**src/rtl/alu_pkg.sv**
```systemverilog
// ----------------------------------------------------------------------------
// alu_pkg
// Shared ALU code tables. Imported by the ALU control decoder and by the
// execution unit so both sides always agree on the encodings.
//   ALU_*   : 3-bit ALU control codes driven into alu_exec_unit.ALUCtrl_i
//   ALUOP_* : 2-bit ALUOp encodings produced by main control for the decoder
// ----------------------------------------------------------------------------
package alu_pkg;

    localparam logic [2:0] ALU_AND = 3'b000;
    localparam logic [2:0] ALU_OR  = 3'b001;
    localparam logic [2:0] ALU_ADD = 3'b010;
    localparam logic [2:0] ALU_SUB = 3'b110;
    localparam logic [2:0] ALU_MUL = 3'b111;

    localparam logic [1:0] ALUOP_MEM    = 2'b00;
    localparam logic [1:0] ALUOP_BRANCH = 2'b01;
    localparam logic [1:0] ALUOP_RTYPE  = 2'b10;
    localparam logic [1:0] ALUOP_ITYPE  = 2'b11;

endpackage

```
**src/rtl/seq_multiplier.sv**
```systemverilog
// ----------------------------------------------------------------------------
// seq_multiplier
// Iterative shift-add multiplier, one multiplier bit per clock. Produces the
// low WIDTH bits of the unsigned product.
//   clk_i     : clock
//   rst_i     : synchronous active-high reset
//   start_i   : load operands and begin (only asserted when idle)
//   a_i       : multiplicand
//   b_i       : multiplier
//   flush_i   : abandon the operation in flight
//   busy_o    : iteration in progress
//   done_o    : this edge performs the last iteration (combinational)
//   product_o : accumulator value after this edge's iteration
// ----------------------------------------------------------------------------
module seq_multiplier #(
    parameter int WIDTH = 32,
    parameter int CNT_W = $clog2(WIDTH)
) (
    input  logic             clk_i,
    input  logic             rst_i,
    input  logic             start_i,
    input  logic [WIDTH-1:0] a_i,
    input  logic [WIDTH-1:0] b_i,
    input  logic             flush_i,
    output logic             busy_o,
    output logic             done_o,
    output logic [WIDTH-1:0] product_o
);

    logic [CNT_W-1:0] cnt;
    logic [WIDTH-1:0] acc;
    logic [WIDTH-1:0] acc_next;
    logic [WIDTH-1:0] a_sh;
    logic [WIDTH-1:0] b_sh;
    logic             busy;

    // The multiplicand shifts left and the multiplier shifts right, so bit 0
    // of b_sh is always the multiplier bit for the current iteration and
    // a_sh is already A<<iteration. The counter runs down to a terminal 0.
    always_comb begin
        acc_next = acc;
        if (b_sh[0]) begin
            acc_next = acc + a_sh;
        end
    end

    assign busy_o    = busy;
    assign done_o    = busy && (cnt == '0);
    assign product_o = acc_next;

    always_ff @(posedge clk_i) begin
        if (rst_i) begin
            busy <= 1'b0;
            cnt  <= '0;
            acc  <= '0;
            a_sh <= '0;
            b_sh <= '0;
        end else if (flush_i) begin
            busy <= 1'b0;
            cnt  <= '0;
            acc  <= '0;
        end else if (start_i) begin
            busy <= 1'b1;
            cnt  <= CNT_W'(WIDTH - 1);
            acc  <= '0;
            a_sh <= a_i;
            b_sh <= b_i;
        end else if (busy) begin
            acc  <= acc_next;
            a_sh <= a_sh << 1;
            b_sh <= b_sh >> 1;
            cnt  <= cnt - 1'b1;
            if (cnt == '0) begin
                busy <= 1'b0;
            end
        end
    end

endmodule

```
**src/rtl/alu_exec_unit.sv**
```systemverilog
// ----------------------------------------------------------------------------
// alu_exec_unit
// EX-stage ALU. ADD/SUB/AND/OR complete in one cycle; MUL runs on the
// iterative multiplier and stalls the front end through busy_o.
//   clk_i     : clock
//   rst_i     : synchronous active-high reset
//   valid_i   : operation request
//   ready_o   : request can be accepted (idle)
//   ALUCtrl_i : ALU control code (see alu_pkg)
//   data1_i   : operand A / multiplicand
//   data2_i   : operand B / multiplier
//   flush_i   : abort in-flight operation, blocks acceptance
//   result_o  : registered result, held until next completion
//   zero_o    : result_o == 0
//   done_o    : one-cycle pulse when result_o has been updated
//   busy_o    : MUL in progress
//
// state | meaning
// IDLE  | accepts requests; single-cycle ops complete here
// MUL   | multiplier iterating; requests ignored
// ----------------------------------------------------------------------------
module alu_exec_unit
    import alu_pkg::*;
#(
    parameter int WIDTH = 32,
    parameter int CNT_W = $clog2(WIDTH)
) (
    input  logic             clk_i,
    input  logic             rst_i,
    input  logic             valid_i,
    output logic             ready_o,
    input  logic [2:0]       ALUCtrl_i,
    input  logic [WIDTH-1:0] data1_i,
    input  logic [WIDTH-1:0] data2_i,
    input  logic             flush_i,
    output logic [WIDTH-1:0] result_o,
    output logic             zero_o,
    output logic             done_o,
    output logic             busy_o
);

    localparam logic [0:0] ST_IDLE = 1'b0;
    localparam logic [0:0] ST_MUL  = 1'b1;

    logic [0:0]       state;
    logic [WIDTH-1:0] single_res;
    logic             accept;
    logic             mul_start;
    logic             mul_busy;
    logic             mul_done;
    logic [WIDTH-1:0] mul_product;

    assign ready_o   = (state == ST_IDLE);
    assign busy_o    = mul_busy;
    assign accept    = valid_i && ready_o && !flush_i;
    assign mul_start = accept && (ALUCtrl_i == ALU_MUL);

    // Undefined codes fall through to ADD, matching the decoder default.
    always_comb begin
        single_res = data1_i + data2_i;
        case (ALUCtrl_i)
            ALU_SUB: single_res = data1_i + ~data2_i + WIDTH'(1);
            ALU_AND: single_res = data1_i & data2_i;
            ALU_OR:  single_res = data1_i | data2_i;
            default: single_res = data1_i + data2_i;
        endcase
    end

    seq_multiplier #(
        .WIDTH (WIDTH),
        .CNT_W (CNT_W)
    ) u_mul (
        .clk_i     (clk_i),
        .rst_i     (rst_i),
        .start_i   (mul_start),
        .a_i       (data1_i),
        .b_i       (data2_i),
        .flush_i   (flush_i),
        .busy_o    (mul_busy),
        .done_o    (mul_done),
        .product_o (mul_product)
    );

    always_ff @(posedge clk_i) begin
        if (rst_i) begin
            state    <= ST_IDLE;
            result_o <= '0;
            zero_o   <= 1'b1;
            done_o   <= 1'b0;
        end else begin
            done_o <= 1'b0;
            case (state)
                ST_IDLE: begin
                    if (accept) begin
                        if (ALUCtrl_i == ALU_MUL) begin
                            state <= ST_MUL;
                        end else begin
                            result_o <= single_res;
                            zero_o   <= (single_res == '0);
                            done_o   <= 1'b1;
                        end
                    end
                end
                ST_MUL: begin
                    // Flush wins even on the final iteration edge.
                    if (flush_i) begin
                        state <= ST_IDLE;
                    end else if (mul_done) begin
                        result_o <= mul_product;
                        zero_o   <= (mul_product == '0);
                        done_o   <= 1'b1;
                        state    <= ST_IDLE;
                    end
                end
                default: state <= ST_IDLE;
            endcase
        end
    end

endmodule
```
**config.mk**
```make
export PLATFORM = sky130hd
export DESIGN_NAME = alu_exec_unit
export DESIGN_NICKNAME = d
export VERILOG_FILES = /design/src/rtl/alu_pkg.sv /design/src/rtl/seq_multiplier.sv /design/src/rtl/alu_exec_unit.sv
export SDC_FILE = /design/constraint.sdc
export NUM_CORES = 1
export LEC_CHECK = 0
export ABC_AREA = 1
export BUFFER_PORTS_ARGS = -buffer_cell sky130_fd_sc_hd__buf_2
export CAP_MARGIN = 40
export CORE_MARGIN = 2
export CORE_UTILIZATION = 47
export CTS_BUF_LIST = sky130_fd_sc_hd__clkbuf_8
export CTS_CLUSTER_DIAMETER = 200
export DETAILED_ROUTE_END_ITERATION = 10
export GPL_TIMING_DRIVEN = 0
export PLACE_DENSITY_LB_ADDON = 0.08
export SYNTH_ARGS = -nofsm -noshare
export SYNTH_HDL_FRONTEND = slang
export SYNTH_SLANG_ARGS = --single-unit
```
**constraint.sdc**
```tcl
create_clock -name clk_i -period 8.1 [get_ports clk_i]
set_clock_uncertainty 0.2 [all_clocks]
set_input_delay 1.62 -clock clk_i [delete_from_list [all_inputs] [get_ports clk_i]]
set_output_delay 1.62 -clock clk_i [all_outputs]
set_load 0.005 [all_outputs]
```
Yosys cells after proc, flatten, opt, wreduce, memory -nomap -nowiden

Cells that the tools add are included.

Register bits: 137
Input port bits: 71
Logic and storage cells: 71

Add/sub/neg operators: 5
Equality and inequality tests: 7
Multiplexer cells: 31
Bitwise operators: 5
Reductions and logical operators: 14

Operator list:

| cell                                                                    | count |
|---|---|
| 32-bit two-way mux                                                      | 9 |
| 32-bit adder                                                            | 3 |
| 32-bit one-hot mux with 3 select lines                                  | 1 |
| 32-bit logical NOT                                                      | 2 |
| 32-bit one-hot mux with 2 select lines                                  | 1 |
| 32-bit by 1-bit adder with 32-bit output, second input constant         | 1 |
| 32-bit bitwise AND                                                      | 1 |
| 32-bit NOT                                                              | 1 |
| 32-bit bitwise OR                                                       | 1 |
| 1-bit two-way mux                                                       | 15 |
| 5-bit two-way mux                                                       | 2 |
| 3-bit equality test, second input constant                              | 2 |
| 1-bit one-hot mux with 2 select lines                                   | 3 |
| 5-bit logical NOT                                                       | 1 |
| 5-bit by 1-bit subtractor with 5-bit output, second input constant      | 1 |
| 1-bit logical AND                                                       | 4 |
| 2-bit by 1-bit inequality test with 1-bit output, second input constant | 2 |
| 2-bit inequality test, second input constant                            | 2 |
| 4-bit AND reduction                                                     | 1 |
| 3-bit by 1-bit equality test with 1-bit output, second input constant   | 1 |
| 3-bit logical NOT                                                       | 1 |
| 3-bit OR reduction                                                      | 1 |
| 1-bit NOT                                                               | 2 |
| 2-bit AND reduction                                                     | 1 |
| 3 further kinds                                                         | 3 |

Logic depth before layout (Yosys ltp)

Gate-level depths: netlist (run 1).

Depth in word-level cells: 8
Depth in mapped cells: 24
Depth with buffers taken out: 24

Cells and area by module

From an unflattened synthesis (run 1), not the netlist that was laid out.

Cell total of the unflattened synthesis: 2611
Area, all modules: 14737.9 sq um

Modules (own cells, without submodules):

| module         | times used | cells each | area an instance (sq um) |
|---|---|---|---|
| alu_exec_unit  | 1          | 1448       | 7699.9 |
| seq_multiplier | 1          | 1163       | 7038.0 |

Worst setup path before layout (run 1)

OpenSTA, ideal clock, no wires.

Kind: input -> register
Start point: input port data1_i[0]
End point: register zero_o
Library setup time: 0.058 ns
Arrival time: 3.468 ns
Required time: 7.842 ns
Setup slack: 4.374 ns
Cell stages on the path: 23
Buffers on the path: 0
Path through: inv_1 > ha_1 > inv_1 > fa_1 > nand2_1 > nand2_1 > nand3_1 > nand2_1 > nand2_1 > nand2_1 > nand2_1 > nand2_1 > nor2_1 > nor2_1 > nor2_1 > nand2_1 > nor2_1 > nand2_1 > nor2_1 > nand3_1 > nand2_1 > nand2_1 > nand2_1

Cells in the longest elaborated chain, start to end: 7
Elaborated cells between the ends (all ways): 10

Ends and longest elaborated chain:

| what                                       | line                 | source |
|---|---|---|
| start, declared                            | alu_exec_unit.sv:33  | `input logic [WIDTH-1:0] data1_i,` |
| 32-bit adder                               | alu_exec_unit.sv:62  | `ALU_SUB: single_res = data1_i + ~data2_i + WIDTH'(1);` |
| 32-bit by 1-bit adder with 32-bit output   | alu_exec_unit.sv:62  |  |
| 32-bit one-hot mux with 3 select lines (*) | alu_exec_unit.sv:61  | `case (ALUCtrl_i)` |
| 32-bit logical NOT (*)                     | alu_exec_unit.sv:99  | `zero_o <= (single_res == '0);` |
| 1-bit two-way mux (*)                      | alu_exec_unit.sv:95  | `if (ALUCtrl_i == ALU_MUL) begin` |
| 1-bit two-way mux (*)                      | alu_exec_unit.sv:94  | `if (accept) begin` |
| 1-bit one-hot mux with 2 select lines (*)  | alu_exec_unit.sv:92  | `case (state)` |
| end signal, assigned                       | alu_exec_unit.sv:99  |  |
| end signal, assigned                       | alu_exec_unit.sv:110 | `zero_o <= (mul_product == '0);` |
| end, declared                              | alu_exec_unit.sv:37  | `output logic zero_o,` |

Every way passes the cells marked *; elsewhere a longest branch is shown, timed or not. The select of a mux whose other input is x is not followed.
A chain may end at the register's enable or synchronous reset.

Worst setup path after layout (run 1)

Same ends and word-level chain as after synthesis.

==> results of run 1 <==
==> cell usage after synthesis, types with 6 or more instances <==
master / instances / share of area, %
buf_2: 36 / 1.3
dfxtp_1: 137 / 19
clkbuf_1: 48 / 1.3
o21ai_0: 163 / 5.7
o22ai_1: 23 / 1.0
nand2_1: 736 / 19
nand3b_1: 11 / 0.57
inv_2: 6 / 0.16
nor3_1: 18 / 0.63
nand3_1: 195 / 6.8
a21oi_1: 223 / 7.7
buf_1: 7 / 0.18
inv_1: 444 / 12
o21bai_1: 11 / 0.57
nand4_1: 25 / 1.1
ha_1: 128 / 11
nor2_1: 298 / 7.8
o21ai_1: 13 / 0.45
o211ai_1: 21 / 1.1
==> worst max-delay path: stages <==
cell and delay, ns:
buf_2 0.12, inv_1 0.08, ha_1 0.14, inv_1 0.08, fa_1 0.45, nand2_1 0.10, nand2_1 0.07, nand4_1 0.11
nand2_1 0.15, o21ai_1 0.15, nor2_1 0.06, nor2_1 0.31, nand2_1 0.09, nor2_1 0.20, nand2_1 0.08, nor2_1 0.13
nand2_1 0.07, nor2_1 0.14, nand3_1 0.12, nand2_1 0.21, nand2_1 0.08, nand2_1 0.06
==> worst min-delay path by stage <==
stage / end / from
after detailed placement: result_o[30] / result_o[30]
after floorplan: u_mul.b_sh[31] / u_mul.b_sh[31]
after CTS: result_o[30] / result_o[30]
final: result_o[28] / result_o[28]
after global routing: result_o[28] / result_o[28]
after global placement: result_o[8] / result_o[8]
==> cell type report <==
cell class	instances	share of cell area (%)
multi-input cells	1909	60.4
flip-flops and latches	137	17.3
inverters	452	10.7
repair buffers	106	3.35
well taps	396	3.13
plain buffers	95	2.61
clock buffers	19	1.65
clock inverters	12	0.854
==> per-layer routing <==
metal,up-vias,share of wire [%],GRT usage (%),routed length (microns)
met3,95,9.0,5.73,5160
met1,7872,46,50.8,26400
met4,0,3.3,11.9,1910
met2,790,42,54.7,24000
met5,-,0,0,0
li1,8437,-,-,-
==> cells by family (layout without fill, tap and decap cells) <==
logic type / after synthesis / after routing / share of synthesized area, %
XOR/XNOR: 5 / 5 / 0.304
AO/OA/AOI/OAI: 470 / 470 / 17.5
flip-flops: 137 / 137 / 19.0
AND/OR/NAND/NOR: 1303 / 1303 / 37.0
buffers and inverters: 547 / 684 / 14.6
adder cells (fa/ha/maj): 131 / 131 / 11.5
==> registers in the layout (all words and copies together), names as in the netlist <==
name / count
u_mul.busy_o: 1
u_mul.acc: 32
u_mul.cnt: 5
state: 1
result_o: 32
done_o: 1
u_mul.a_sh: 32
zero_o: 1
u_mul.b_sh: 32
==> per-stage QoR <==
stage	power, mW	instances	setup WS (ns)	hold slack [ns]	cell area (sq um)
5_1_grt	1.98	3126	3.44	0.281	15800
3_3_place_gp	1.29	3095	3.28	0.236	15400
4_1_cts	1.87	3126	3.75	0.257	15800
2_1_floorplan	1.09	2593	4.37	0.233	14400
3_5_place_dp	1.30	3095	3.27	0.238	15400
6_report	1.88	3126	3.67	0.261	15800
==> power by group through the flow <==
stage | Clock [mW] | Sequential (mW) | Combinational, mW
global route | 0.614 | 0.706 | 0.660
CTS | 0.581 | 0.704 | 0.581
global placement | 0 | 0.720 | 0.573
finish | 0.584 | 0.705 | 0.594
floorplan | 0 | 0.716 | 0.375
detailed placement | 0 | 0.720 | 0.578
==> flow_summary.toml, run 1 <==
[outcome]
outcome = "finished, final reports clean"

[layout]
post-route-util_pct = 52.2
seq_area_sq_um = 2740
layout_common_cells = "nand2_1 (736), inv_1 (448), nor2_1 (298)"
nFillCells = 3401
drive_gt1_share_pct = 7.14
num_antenna_cells = 0
area_growth_pct = 9.88
multi_input_area_sq_um = 9550
mostFrequentLayoutCell = "nand2_1"
finalNetCount = 2920

[critical_path]
end_kind = "register"
r2r-end = "zero_o"
critPathMaxFanout = 3
endpoint = "zero_o"
timing.rr.start = "u_mul.a_sh[0]"
cp.required_ns = 8.31
reg2reg_depth = 20
criticalPathCategory = "in -> reg"
crit_start = "data1_i[0]"
rrSetupSlack_ns = 4.50
crit_arrival_ns = 4.64
crit_path_start_kind = "input port"

[cts]
cts_made_buffers = 17
hold_buffers = 0
clkSlewWorstSetupHoldPaths_ns = 0.08
clock-root-buffer = "clkbuf_8"
cts-htree-levels = 4
postCtsSetupRepairBufs = 0
clockBufferDepth = 2
tritoncts = "done"
cts.sinks = 137
clk_latency_ns = 0.46
cts_resized = 0

[detailed_routing]
num_vias = 17194
dr.pass1.iters = 6
drc = 0
drt_iter0_markers = 1655
wirelength_mm = 57.4
post_drt_wl_per_cell_microns = 18.4
ant_nets = 0
viasPerCell = 5.50

[global_routing]
grt_pass1_wl_mm = 86.3
grt-ovfl-total = 0
grt_use_total_pct = 35.7
antenna_found_initial = 0
grt_pass1_vias = 15404
grt_max_degree = 17

[yosys]
synthFlopType = "dfxtp_1"
synth.distinct_cells = 42
syn_area_per_cell_sq_um = 5.56
netlist_area_sq_um = 14400
ys_ff_latch = 137
syn_nets = 2795
syn_inst = 2593
async_flop_share_pct = 0
ys_seq_area_share_pct = 19.0
synth_edf_count = 0
yosysWarnings = 0

[power]
p_sw_mw = 0.702
powerDensity_nw_per_um2 = 119
switching_share_pct = 37.3
combinationalPowerShare_pct = 31.5
p_int_mw = 1.18
vdd_drop_max_uv = 148
clkPwrFrac_pct = 31.0
seq_power_share_pct = 37.4
power_leakage_nw = 8.59

[floorplanning]
coreArea_sq_um = 30300
ios = 107
die_w_microns = 179
die_h_microns = 179
fp.dieArea_sq_um = 32100
initial_core_util_pct = 47.5
fp-row-count = 64

[sta]
hold_viol_final = 0
layout_worst_path_cycle_share_pct = 54.7
slew_viol_final = 0
fin_crit_ns = 4.43
finalSetupViolations = 0
worst_pin_slew_ns = 0.789
fmax_mhz = 226
setup-tns-final_ns = 0
rsz0062_at_grt = "no"
slew_headroom_pct = 47.4

[flow_run]
max_cap_viol_count = 0

[placement]
numPortBuffers = 106
dp_hpwl_mm = 48.2
gp_congestion = 0.994

[worst_hold_path]
hold_class = "reg -> reg"
whs_path_depth = 2
Power figures use the tool's default switching activity.
==> run 2: changes to the inputs <==
--- a/config.mk
+++ b/config.mk
@@ -5,7 +5,7 @@
 export SDC_FILE = /design/constraint.sdc
 export NUM_CORES = 1
 export LEC_CHECK = 0
-export ABC_AREA = 1
+export ABC_AREA = 0
 export BUFFER_PORTS_ARGS = -buffer_cell sky130_fd_sc_hd__buf_2
 export CAP_MARGIN = 40
 export CORE_MARGIN = 2
==> constraint.sdc (replaced) <==
create_clock -name clk_i -period 3.6 [get_ports clk_i]
set_clock_uncertainty 0.2 [all_clocks]
set_input_delay 0.72 -clock clk_i [delete_from_list [all_inputs] [get_ports clk_i]]
set_output_delay 0.72 -clock clk_i [all_outputs]
set_load 0.005 [all_outputs]
==> flow_summary.toml, run 2 <==
[outcome]
outcome = "finished with violations"
violations = "negative setup slack"

[global_routing]
grt_use_total_pct = 35.9
grt-ovfl-total = 0
grt_pass1_wl_mm = 83.2
antenna_found_initial = 0
grt_pass1_vias = 14106
grt_max_degree = 17

[sta]
layout_worst_path_cycle_share_pct = 111
finalSetupViolations = 5
fin_crit_ns = 3.98
slew_headroom_pct = 41.4
slew_viol_final = 0
setup_slack_ns = -0.381
hold_viol_final = 0
rsz0062_at_grt = "yes"
setup-tns-final_ns = -0.820
worst_pin_slew_ns = 0.857
fmax_mhz = 251
timing.hold.ws_ns = 0.251

[yosys]
async_flop_share_pct = 0
synth_edf_count = 0
synth_top_area_cell = "dfxtp_1"
synthTopCellsByCount = "nor2_1 (222), a21oi_1 (156), nand2_1 (149)"
netlist_area_sq_um = 13400
syn_inst = 1833
syn_area_per_cell_sq_um = 7.31
ys_ff_latch = 137
synth.most_common_cell = "nor2_1"
synthFlopType = "dfxtp_1"
ys_seq_area_share_pct = 20.5
synth_top_area_share_pct = 20.5
synthTopCellsByArea = "dfxtp_1 (20%), ha_1 (12%), nor2_1 (6.2%)"
syn_nets = 2035
synth.distinct_cells = 92
yosysWarnings = 0

[cts]
tritoncts = "done"
hold_buffers = 0
cts.sinks = 137
clkSlewWorstSetupHoldPaths_ns = 0.09
cts-htree-levels = 4
clock-root-buffer = "clkbuf_8"
clk_latency_ns = 0.50
clockBufferDepth = 2
cts_made_buffers = 17

[floorplanning]
die_w_microns = 173
die_h_microns = 173
fp-row-count = 61
initial_core_util_pct = 48.0
fp.dieArea_sq_um = 29900
ios = 107
coreArea_sq_um = 27900

[layout]
layout_common_cells = "nor2_1 (217), nand2_1 (147), a21oi_1 (139)"
num_antenna_cells = 0
area_growth_pct = 19.7
multi_input_area_sq_um = 10600
mostFrequentLayoutCell = "nor2_1"
nFillCells = 2781
finalNetCount = 2185
finalNonFillerCells = 2374
post-route-util_pct = 57.4
fin_area_sq_um = 16000
drive_gt1_share_pct = 18.1
seq_area_sq_um = 2740

[power]
powerDensity_nw_per_um2 = 288
combinationalPowerShare_pct = 33.9
clkPwrFrac_pct = 31.7
power_leakage_nw = 6.33
vdd_drop_max_uv = 214
switching_share_pct = 39.4
seq_power_share_pct = 34.4
p_int_mw = 2.80
p_sw_mw = 1.82
p_total_mw = 4.62

[placement]
gp_congestion = 0.976
place_ws_ns = -1.49
placed_area_sq_um = 14500
dp_hpwl_mm = 43.5
numPortBuffers = 104
dp_cells = 2319

[detailed_routing]
drc = 0
viasPerCell = 6.44
wirelength_mm = 55.9
post_drt_wl_per_cell_microns = 23.5
ant_nets = 0
dr.pass1.iters = 8
num_vias = 15292
drt_iter0_markers = 1545

[critical_path]
critPathMaxFanout = 4
cp.required_ns = 3.84
criticalPathCategory = "in -> reg"
crit_arrival_ns = 4.22
end_kind = "register"
crit_path_start_kind = "input port"

[worst_hold_path]
hold_class = "reg -> reg"

[flow_run]
max_cap_viol_count = 0
run 2: cell count changes in the layout (fill, tap and decap cells not counted), moves of 30 or more:
cell      delta
a222oi_1    +30
nand2_1    -589
inv_1      -340
nor2_1      -81
mux2i_1     +57
a211oi_1    +78
nand3_1    -160
clkbuf_1    +32
buf_2       -41
a21oi_1     -84
buf_4       +37
o21ai_0    -101
run 2: power groups by stage:
stage,Combinational (mW),Sequential (mW),Clock (mW)
floorplan,0.853,1.61,0
CTS,1.38,1.59,1.47
global route,1.67,1.59,1.52
detailed placement,1.30,1.62,0
finish,1.57,1.59,1.46
global placement,1.30,1.62,0
run 2: routing by layer:
metal	vias up	part of all wire [%]	global-route usage (%)
met4	0	4.8	16.4
met3	159	8.6	4.22
li1	7110	-	-
met5	-	0	0
met1	7254	43	48.7
met2	769	44	57.0
run 2: area by class of cell:
class	instances	area share [%]
buffer	117	3.26
tap	378	2.95
clock buffer	19	1.63
multi-input combinational	1455	66.1
timing repair buffer	138	5.20
clock inverter	13	0.975
inverter	117	2.82
sequential	137	17.1
run 2: timing repair:
item | in CTS | in global routing
buffers inserted | 6 | 24
pin swaps | 10 | 50
resized for setup | 76 | 149
endpoints found under the setup margin | 23 | 20
run 2: logic make-up after synthesis:
group	after synthesis	share of synthesized area, %
and+or+nand+nor	636	22.7
AOI/OAI and AO/OA	606	31.4
DFF	137	20.5
adders and majority gates	131	12.4
buffers and inverters	241	7.00
xor gates and xnor gates	20	1.31
muxes	62	4.67
run 2: final timing paths:
check,from,to,slack [ns],cells past startpoint
hold / removal,result_o[24],result_o[24],0.25,2
hold reg to reg,result_o[24],result_o[24],0.25,2
setup / recovery,data1_i[0],zero_o,-0.38,14
setup reg to reg,u_mul.busy_o,zero_o,-0.33,11
run 2: critical path: stages:
cell	delay, ns
buf_12	0.11
ha_4	0.17
fa_2	0.37
a21o_1	0.19
a21o_1	0.19
a22oi_2	0.15
o22ai_1	0.09
a21o_1	0.20
or4_1	0.41
or4_4	0.52
or4_4	0.56
nor4b_4	0.30
nand4_1	0.15
nand2_1	0.08
